`src/rtl/arm_issue_stage.sv`:
```
// arm_issue_stage: decode-to-execute issue register with RAW hazard detection, flush and halt drain.
// Define ARM_ISSUE_FWD_EN to enable result forwarding and the CPSR bypass.
module arm_issue_stage #(
  parameter int NUM_RD  = 3,
  parameter int NUM_STG = 2,
  parameter int REG_W   = 4,
  parameter int DATA_W  = 32,
  parameter int CTRL_W  = 32
)(
  input  logic                      clk,
  input  logic                      rst,
  input  logic                      in_valid,
  output logic                      in_ready,
  input  logic [CTRL_W-1:0]         in_ctrl,
  input  logic [31:0]               in_inst,
  input  logic                      in_halt,
  input  logic [NUM_RD-1:0]         rd_mask,
  input  logic [NUM_RD*REG_W-1:0]   rd_num,
  input  logic [NUM_RD*DATA_W-1:0]  rd_data,
  input  logic [31:0]               cpsr_in,
  input  logic                      ex_cpsr_we,
  input  logic [31:0]               ex_cpsr,
  input  logic [NUM_STG-1:0]        stg_we,
  input  logic [NUM_STG*REG_W-1:0]  stg_num,
  input  logic [NUM_STG*DATA_W-1:0] stg_data,
  input  logic [NUM_STG-1:0]        stg_ok,
  input  logic                      pipe_empty,
  input  logic                      flush,
  output logic                      out_valid,
  input  logic                      out_ready,
  output logic [CTRL_W-1:0]         out_ctrl,
  output logic [31:0]               out_inst,
  output logic [NUM_RD*DATA_W-1:0]  out_opnd,
  output logic [31:0]               out_cpsr,
  output logic                      halted,
  output logic [31:0]               stall_cycles
);
  typedef enum logic [1:0] {RUN, DRAIN, HALTED} state_t;
  state_t r_state, w_state_nxt;
  logic r_valid;
  logic [CTRL_W-1:0] r_ctrl;
  logic [31:0] r_inst, r_cpsr, r_stall, w_cpsr;
  logic [NUM_RD*DATA_W-1:0] r_opnd, w_opnd;
  logic [NUM_RD-1:0] w_hit, w_ok;
  logic w_hazard, w_advance, w_load;
  // Stages scanned oldest to youngest so the youngest matching writer wins.
  always_comb begin
    w_opnd = rd_data;
    w_hit = '0;
    w_ok = '1;
    for (int k = 0; k < NUM_RD; k++)
      for (int s = NUM_STG - 1; s >= 0; s--)
        if (rd_mask[k] && stg_we[s] && rd_num[k*REG_W +: REG_W] == stg_num[s*REG_W +: REG_W]) begin
          w_hit[k] = 1'b1;
          w_ok[k] = stg_ok[s];
`ifdef ARM_ISSUE_FWD_EN
          w_opnd[k*DATA_W +: DATA_W] = stg_data[s*DATA_W +: DATA_W];
`endif
        end
  end
`ifdef ARM_ISSUE_FWD_EN
  assign w_hazard = |(w_hit & ~w_ok);
  assign w_cpsr = ex_cpsr_we ? ex_cpsr : cpsr_in;
`else
  logic w_unused;
  assign w_unused = ^{stg_ok, stg_data, ex_cpsr, w_ok};
  assign w_hazard = |w_hit || (ex_cpsr_we && in_ctrl[0]);
  assign w_cpsr = cpsr_in;
`endif
  assign w_advance = !r_valid || out_ready;
  assign in_ready = w_advance && !w_hazard && !flush && r_state == RUN;
  assign w_load = in_ready && in_valid && !in_halt;
  always_comb begin
    w_state_nxt = r_state;
    unique case (r_state)
      RUN:     w_state_nxt = (in_valid && in_ready && in_halt) ? DRAIN : RUN;
      DRAIN:   w_state_nxt = flush ? RUN : pipe_empty ? HALTED : DRAIN;
      default: w_state_nxt = HALTED;
    endcase
  end
  always_ff @(posedge clk or posedge rst) begin
    if (rst) begin
      r_state <= RUN;
      r_valid <= 1'b0;
      r_ctrl  <= '0;
      r_inst  <= '0;
      r_opnd  <= '0;
      r_cpsr  <= '0;
      r_stall <= '0;
    end else begin
      r_state <= w_state_nxt;
      if (flush) r_valid <= 1'b0;
      else if (w_advance) r_valid <= w_load;
      if (w_load) begin
        r_ctrl <= in_ctrl;
        r_inst <= in_inst;
        r_opnd <= w_opnd;
        r_cpsr <= w_cpsr;
      end
      if (in_valid && w_hazard && r_state == RUN && !flush && r_stall != '1) r_stall <= r_stall + 32'd1;
    end
  end
  assign out_valid    = r_valid;
  assign out_ctrl     = r_ctrl;
  assign out_inst     = r_inst;
  assign out_opnd     = r_opnd;
  assign out_cpsr     = r_cpsr;
  assign halted       = r_state == HALTED;
  assign stall_cycles = r_stall;
endmodule

```
`config.mk`:
```
export PLATFORM = sky130hd
export DESIGN_NAME = arm_issue_stage
export DESIGN_NICKNAME = d
export VERILOG_FILES = /design/src/rtl/arm_issue_stage.sv
export SDC_FILE = /design/constraint.sdc
export NUM_CORES = 1
export LEC_CHECK = 0
export ABC_AREA = 1
export BUFFER_PORTS_ARGS = -buffer_cell sky130_fd_sc_hd__buf_2
export CORE_AREA = 2 2 213 215
export DETAILED_ROUTE_END_ITERATION = 16
export DIE_AREA = 0 0 215 217
export GPL_ROUTABILITY_DRIVEN = 1
export HOLD_SLACK_MARGIN = 0.06
export PLACE_DENSITY_LB_ADDON = 0.1
export SYNTH_ARGS = -nofsm -noshare
export SYNTH_HDL_FRONTEND = slang
export SYNTH_SLANG_ARGS = --single-unit
```
`constraint.sdc`:
```
create_clock -name clk -period 7.85 [get_ports clk]
set_input_delay 1.1775 -clock clk [delete_from_list [all_inputs] [get_ports clk]]
set_output_delay 1.1775 -clock clk [all_outputs]
set_load 0.005 [all_outputs]
```
==> impl_metrics.yaml, run 1 <==
status:
  status: "finished, final reports clean"
sta:
  relSlewSlack_pct: 23.7
  hold_viol: 0
  drv_slew: 0
  fin_skew_ns: 0.0112
  min_period_ns: 3.95
  finalSetupViolCount: 0
  period_share_pct: 50.4
  worstMarginPinSlew_ns: 1.14
  finalSetupTns_ns: 0
  rsz0062_at_grt: "false"
  max_clock_freq_ghz: 0.253
global_routing:
  track_usage_pct: 16.5
  grt_first_pass_wirelength_mm: 61.6
  grt_overflow_total: 0
  grt_pass1_vias: 10300
  antenna_found_initial: 11
  grt_max_degree: 194
drt:
  wl_mm: 39.9
  avgRoutedWirePerCell_um: 17.4
  vias: 10300
  drt-vias-per-instance: 4.48
  drtAntennaViolNets: 0
  dr.first_iter.drc_count: 614
  first_pass_iters: 5
  drc_errors: 0
synth:
  synthXorXnorAreaFrac_pct: 1.91
  ys_types: 28
  synthSimpleGateAreaFrac_pct: 36.1
  mappedNetlistArea_um2: 10600
  ys_seq_area_share_pct: 53.8
  avgSynthCellArea_um2: 8.31
  syn-num-nets: 1595
  synth-adder-area-share_pct: 0.119
  synthCells: 1271
  synthMuxAreaShare_pct: 0
  synth_compound_area_share_pct: 1.30
  synth_top_family_by_area: "simple AND/OR/NAND/NOR gates"
  yosys_warnings: 0
  ys_seq_elements: 227
placement:
  gp_congestion: 0.822
  place_area_um2: 13100
  dpl.hpwl_mm: 26.5
  numPortBuffers: 451
job:
  drv_cap: 0
clock_network:
  insertion_delay_ns: 0.56
  cts_tree: "done"
  cts_resized: 0
  cts.path.max_buffers: 3
  cts.reportedPaths.clkPinSlew_ns: 0.06
  post_cts_buffers: 0
  holdBufCountCts: 0
  h-tree-depth: 1
  cts_root_buffer: "clkbuf_16"
  cts_buffers: 28
  clkSinkCount: 227
worst_setup_path:
  cp_num_buf_inv: 3
  cp-end-kind: "primary output"
  crit_family: "simple AND/OR/NAND/NOR gates"
  slowest_delay_ns: 0.54
  start_kind: "input port"
  cp_max_fo: 45
  worstSetupPathType: "in2out"
  cpMaxStageDelayCell: "nor2_8"
  cp_data_arrival_time_ns: 2.78
  cpMostUsedCell: "nand2_1"
  path_cells: "buf_2 -> inv_2 -> nand2_1 -> nand2_1 -> nor2_1 -> nand3_1 -> nand2_1 -> nor2_4 -> nand2_4 -> nor2_8 -> buf_2"
  cp.required_ns: 6.67
die:
  die_h_um: 217
  ios: 550
  design.core.area_um2: 44700
  die-width_um: 215
  rows: 78
  start_util_pct: 23.6
  dieArea_um2: 46700
finish:
  layout-drive-gt1-share_pct: 30.6
  fin_nets: 1993
  area_growth_pct: 33.5
  fin_area_um2: 14100
worst_hold_path:
  hp-class: "reg2reg"
power:
  power_per_cell_area_nw_per_um2: 188
  max-vdd-ir-drop_uv: 127
  cellLeakagePower_nw: 8.24
[metrics by stage]
step / utilization, % / setup WS (ns) / hold slack, ns / power (mW) / std cells
5_1_grt: 31.5 / 3.72 / 0.484 / 2.78 / 2295
3_3_place_gp: 29.4 / 3.82 / 0.449 / 1.34 / 2239
4_1_cts: 31.5 / 3.82 / 0.468 / 2.71 / 2291
6_report: 31.5 / 3.90 / 0.462 / 2.66 / 2300
3_5_place_dp: 29.4 / 3.83 / 0.453 / 1.34 / 2239
2_1_floorplan: - / 0.453 / 0.465 / 1.25 / 1271
[path summary, 6_finish.rpt]
check | start | to | slack [ns] | depth (start not counted)
max in group asynchronous | rst | out_opnd[11]$_DFFE_PP0P_ | 5.57 | 3
max reg2reg | r_state[0]$_DFF_PP0_ | out_inst[3]$_DFFE_PP0P_ | 5.18 | 8
max | stg_num[4] | in_ready | 3.90 | 11
min in group asynchronous | rst | out_opnd[5]$_DFFE_PP0P_ | 0.78 | 2
min reg2reg | out_opnd[33]$_DFFE_PP0P_ | out_opnd[33]$_DFFE_PP0P_ | 0.46 | 2
min | out_opnd[33]$_DFFE_PP0P_ | out_opnd[33]$_DFFE_PP0P_ | 0.46 | 2
[per-layer routing]
layer	global-route usage, %	vias up	share of wire, %
met5	0	-	0.21
li1	-	5007	-
met4	4.67	12	2.3
met2	27.1	322	47
met1	20.7	4891	42
met3	5.72	61	8.5
[area by class of cell]
type | instances | area (um2)
clock buffers | 46 | 858
clock inverters | 6 | 95.1
flip-flops and latches | 227 | 5680
inverters | 49 | 199
multi-input cells | 905 | 4160
well taps | 600 | 751
diodes | 9 | 22.5
fillers | 4985 | 30600
repair buffers | 458 | 2330
[where the power goes]
| part | internal (mW) | switching (mW) |
|---|---|---|
| sequential | 1.17 | 0 |
| clock | 0.809 | 0.531 |
| combinational | 0.0495 | 0.0964 |
[cells by family after synthesis]
logic type                 Yosys count
buffers and inverters              139
AOI/OAI and AO/OA                   27
adders and majority gates            1
and+or+nand+nor                    854
xor gates and xnor gates            23
DFF                                227
[state kept, by name (all words and copies together), names as in the netlist]
| name | cells |
|---|---|
| out_opnd | 96 |
| out_cpsr | 32 |
| out_ctrl | 32 |
| out_inst | 32 |
| stall_cycles | 32 |
| r_state | 2 |
| out_valid | 1 |
[Yosys cell counts (all sizes together)]
cell type | count | share of area (%)
a21boi | 1 | 0.071
ha | 1 | 0.12
nor3 | 13 | 0.62
nor3b | 1 | 0.071
dfrtp | 227 | 54
buf | 48 | 3.5
a21oi | 5 | 0.24
nand3b | 4 | 0.28
xor2 | 15 | 1.2
inv | 49 | 1.8
o21ai | 21 | 1.0
nand2 | 559 | 20
clkbuf | 42 | 1.5
nor2 | 57 | 2.3
nand2b | 1 | 0.059
nand3 | 19 | 0.90
xnor2 | 8 | 0.66
nand4 | 200 | 12
[worst reg2reg max path: cells and delay by family (launching register included)]
kind | cells | cell delay (ns)
buffers and inverters | 2 | 0.95
DFF | 1 | 0.39
and+or+nand+nor | 6 | 1.26
[cells in the final DEF, fill, tap and decap left out, drive strengths merged]
master and n:
clkbuf 46, xnor2 8, ha 1, nand2 559, clkinv 3, o21ai 21, nand2b 1, a21boi 1
xor2 15, buf 458, inv 50, nand3 19, diode 9, nor3 13, nor3b 1, a21oi 5
nand4 200, bufinv 2, dfrtp 227, nand3b 4, nor2 57
No activity file was read; power rests on OpenSTA's default activity.
==> run 2: changes to the inputs <==
==> constraint.sdc (replaced) <==
create_clock -name clk -period 4 [get_ports clk]
set_input_delay 0.6 -clock clk [delete_from_list [all_inputs] [get_ports clk]]
set_output_delay 0.6 -clock clk [all_outputs]
set_load 0.005 [all_outputs]
==> run 2 against run 1 <==
Die area did not move. Design area increased by 1.3%. Largest power group unchanged. Clock skew up 0.012 ns. Clock power grew 110%. Critical path type is now reg2out. Sequential cell count is the same. Core utilization grew 0.39 points. Global-route usage rose by 0.089 points.
==> impl_metrics.yaml, run 2 (synthesis gave the netlist of run 1 again) <==
die:
  die-width_um: 215
  design.core.area_um2: 44700
  dieArea_um2: 46700
  rows: 78
  die_h_um: 217
  start_util_pct: 23.6
  ios: 550
placement:
  dpl.hpwl_mm: 26.6
  place_ws_ns: 1.27
  gp_congestion: 0.837
  numPortBuffers: 451
  dp.cells: 2243
  place_area_um2: 13200
worst_setup_path:
  reg2reg_setup_slack_ns: 1.75
  reg2reg_from: "stall_cycles[1]$_DFFE_PP0P_"
  cp_data_arrival_time_ns: 2.09
  path_cells: "nor2_1 -> nand2_1 -> nor2_1 -> inv_1 -> nor2_8 -> buf_2"
  cpMaxStageDelayCell: "nor2_8"
  cp_max_fo: 30
  cp-end-kind: "primary output"
  worstSetupPathType: "reg2out"
  cp.required_ns: 3.40
  reg2reg_to: "stall_cycles[4]$_DFFE_PP0P_"
  cpMostUsedCell: "nor2_1"
  start_kind: "flip-flop"
  slowest_delay_ns: 0.49
  reg2reg_depth: 10
clock_network:
  cts_tree: "done"
  insertion_delay_ns: 0.56
  post_cts_buffers: 0
  h-tree-depth: 1
  cts_root_buffer: "clkbuf_16"
  cts.reportedPaths.clkPinSlew_ns: 0.06
  cts_resized: 0
  cts_buffers: 28
  clkSinkCount: 227
  holdBufCountCts: 0
  cts.path.max_buffers: 3
global_routing:
  grt_pass1_vias: 10300
  antenna_found_initial: 14
  grt_overflow_total: 0
  track_usage_pct: 16.6
  grt_first_pass_wirelength_mm: 61.6
  grt_max_degree: 193
sta:
  min_period_ns: 2.69
  relSlewSlack_pct: 7.45
  drv_slew: 0
  worstMarginPinSlew_ns: 1.39
  fin_ws_ns: 1.31
  max_clock_freq_ghz: 0.372
  worst_hold_slack_ns: 0.135
  period_share_pct: 67.1
  fin_skew_ns: 0.0233
  hold_viol: 0
  finalSetupViolCount: 0
  finalSetupTns_ns: 0
  rsz0062_at_grt: "false"
power:
  netSwitchingFraction_pct: 22.8
  p_int_mw: 4.17
  comb_power_share_pct: 5.4
  power.clock.fraction_pct: 52.1
  seqPwrFrac_pct: 42.5
  switchingPower_mw: 1.23
  cellLeakagePower_nw: 8.33
  p_total_mw: 5.40
  power_per_cell_area_nw_per_um2: 379
  max-vdd-ir-drop_uv: 278
finish:
  ff_latch_area_um2: 5680
  area_growth_pct: 35.2
  multi_input_area_um2: 4160
  fin_area_um2: 14300
  fin_nets: 1997
  largest_reg_flops: 96
  layout-drive-gt1-share_pct: 31.1
  instances_no_fill: 2301
  fillers: 4925
  finish.utilization_pct: 31.9
  mostFrequentLayoutCells: "nand2_1 (557), buf_2 (450), dfrtp_1 (227)"
  mostFrequentLayoutCell: "nand2_1"
drt:
  drtAntennaViolNets: 0
  drc_errors: 0
  drt-vias-per-instance: 4.46
  dr.first_iter.drc_count: 489
  first_pass_iters: 5
  vias: 10300
  avgRoutedWirePerCell_um: 17.3
  wl_mm: 39.8
status:
  status: "finished, final reports clean"
worst_hold_path:
  hp-class: "in2async"
job:
  drv_cap: 0
-- run 2: worst max-delay path by stage --
stage                                         end  depth (start not counted)                  from  slack [ns]
after floorplan           out_cpsr[0]$_DFFE_PP0P_                          1                   rst        0.43
after detailed placement                 in_ready                         11            stg_num[4]        1.27
after global routing                     in_ready                         11             rd_num[5]        1.14
after global placement                   in_ready                         11            rd_num[11]        1.25
after CTS                                in_ready                          6  r_state[0]$_DFF_PP0_        1.23
final                                    in_ready                          6  r_state[0]$_DFF_PP0_        1.31
-- run 2: layout make-up --
| type | instances | area share (%) |
|---|---|---|
| Clock buffer | 40 | 5.86 |
| Antenna cell | 6 | 0.105 |
| Timing Repair Buffer | 462 | 17.0 |
| Tap cell | 600 | 5.26 |
| Sequential cell | 227 | 39.8 |
| Multi-Input combinational cell | 905 | 29.2 |
| Clock inverter | 12 | 1.40 |
| Inverter | 49 | 1.37 |
-- run 2: worst max-delay path: cells and delay by family (launching register included) --
| kind | cells | cell delay (ns) |
|---|---|---|
| flip-flops | 1 | 0.39 |
| AND/OR/NAND/NOR | 4 | 0.79 |
| buffers and inverters | 2 | 0.33 |
-- run 2: power groups by stage --
stage	registers, mW	logic [mW]	clock network, mW
floorplan	2.34	0.123	0
global placement	2.34	0.301	0
detailed placement	2.34	0.301	0
CTS	2.30	0.302	2.93
global route	2.29	0.329	3.02
finish	2.30	0.294	2.81
-- run 2: layer usage --
layer / up-vias / GRT usage, % / routed length [um]
met4: 16 / 3.91 / 849
met5: - / 0 / 111
met3: 51 / 5.98 / 3330
met1: 4869 / 21.0 / 16700
met2: 314 / 27.1 / 18800
li1: 5022 / - / -
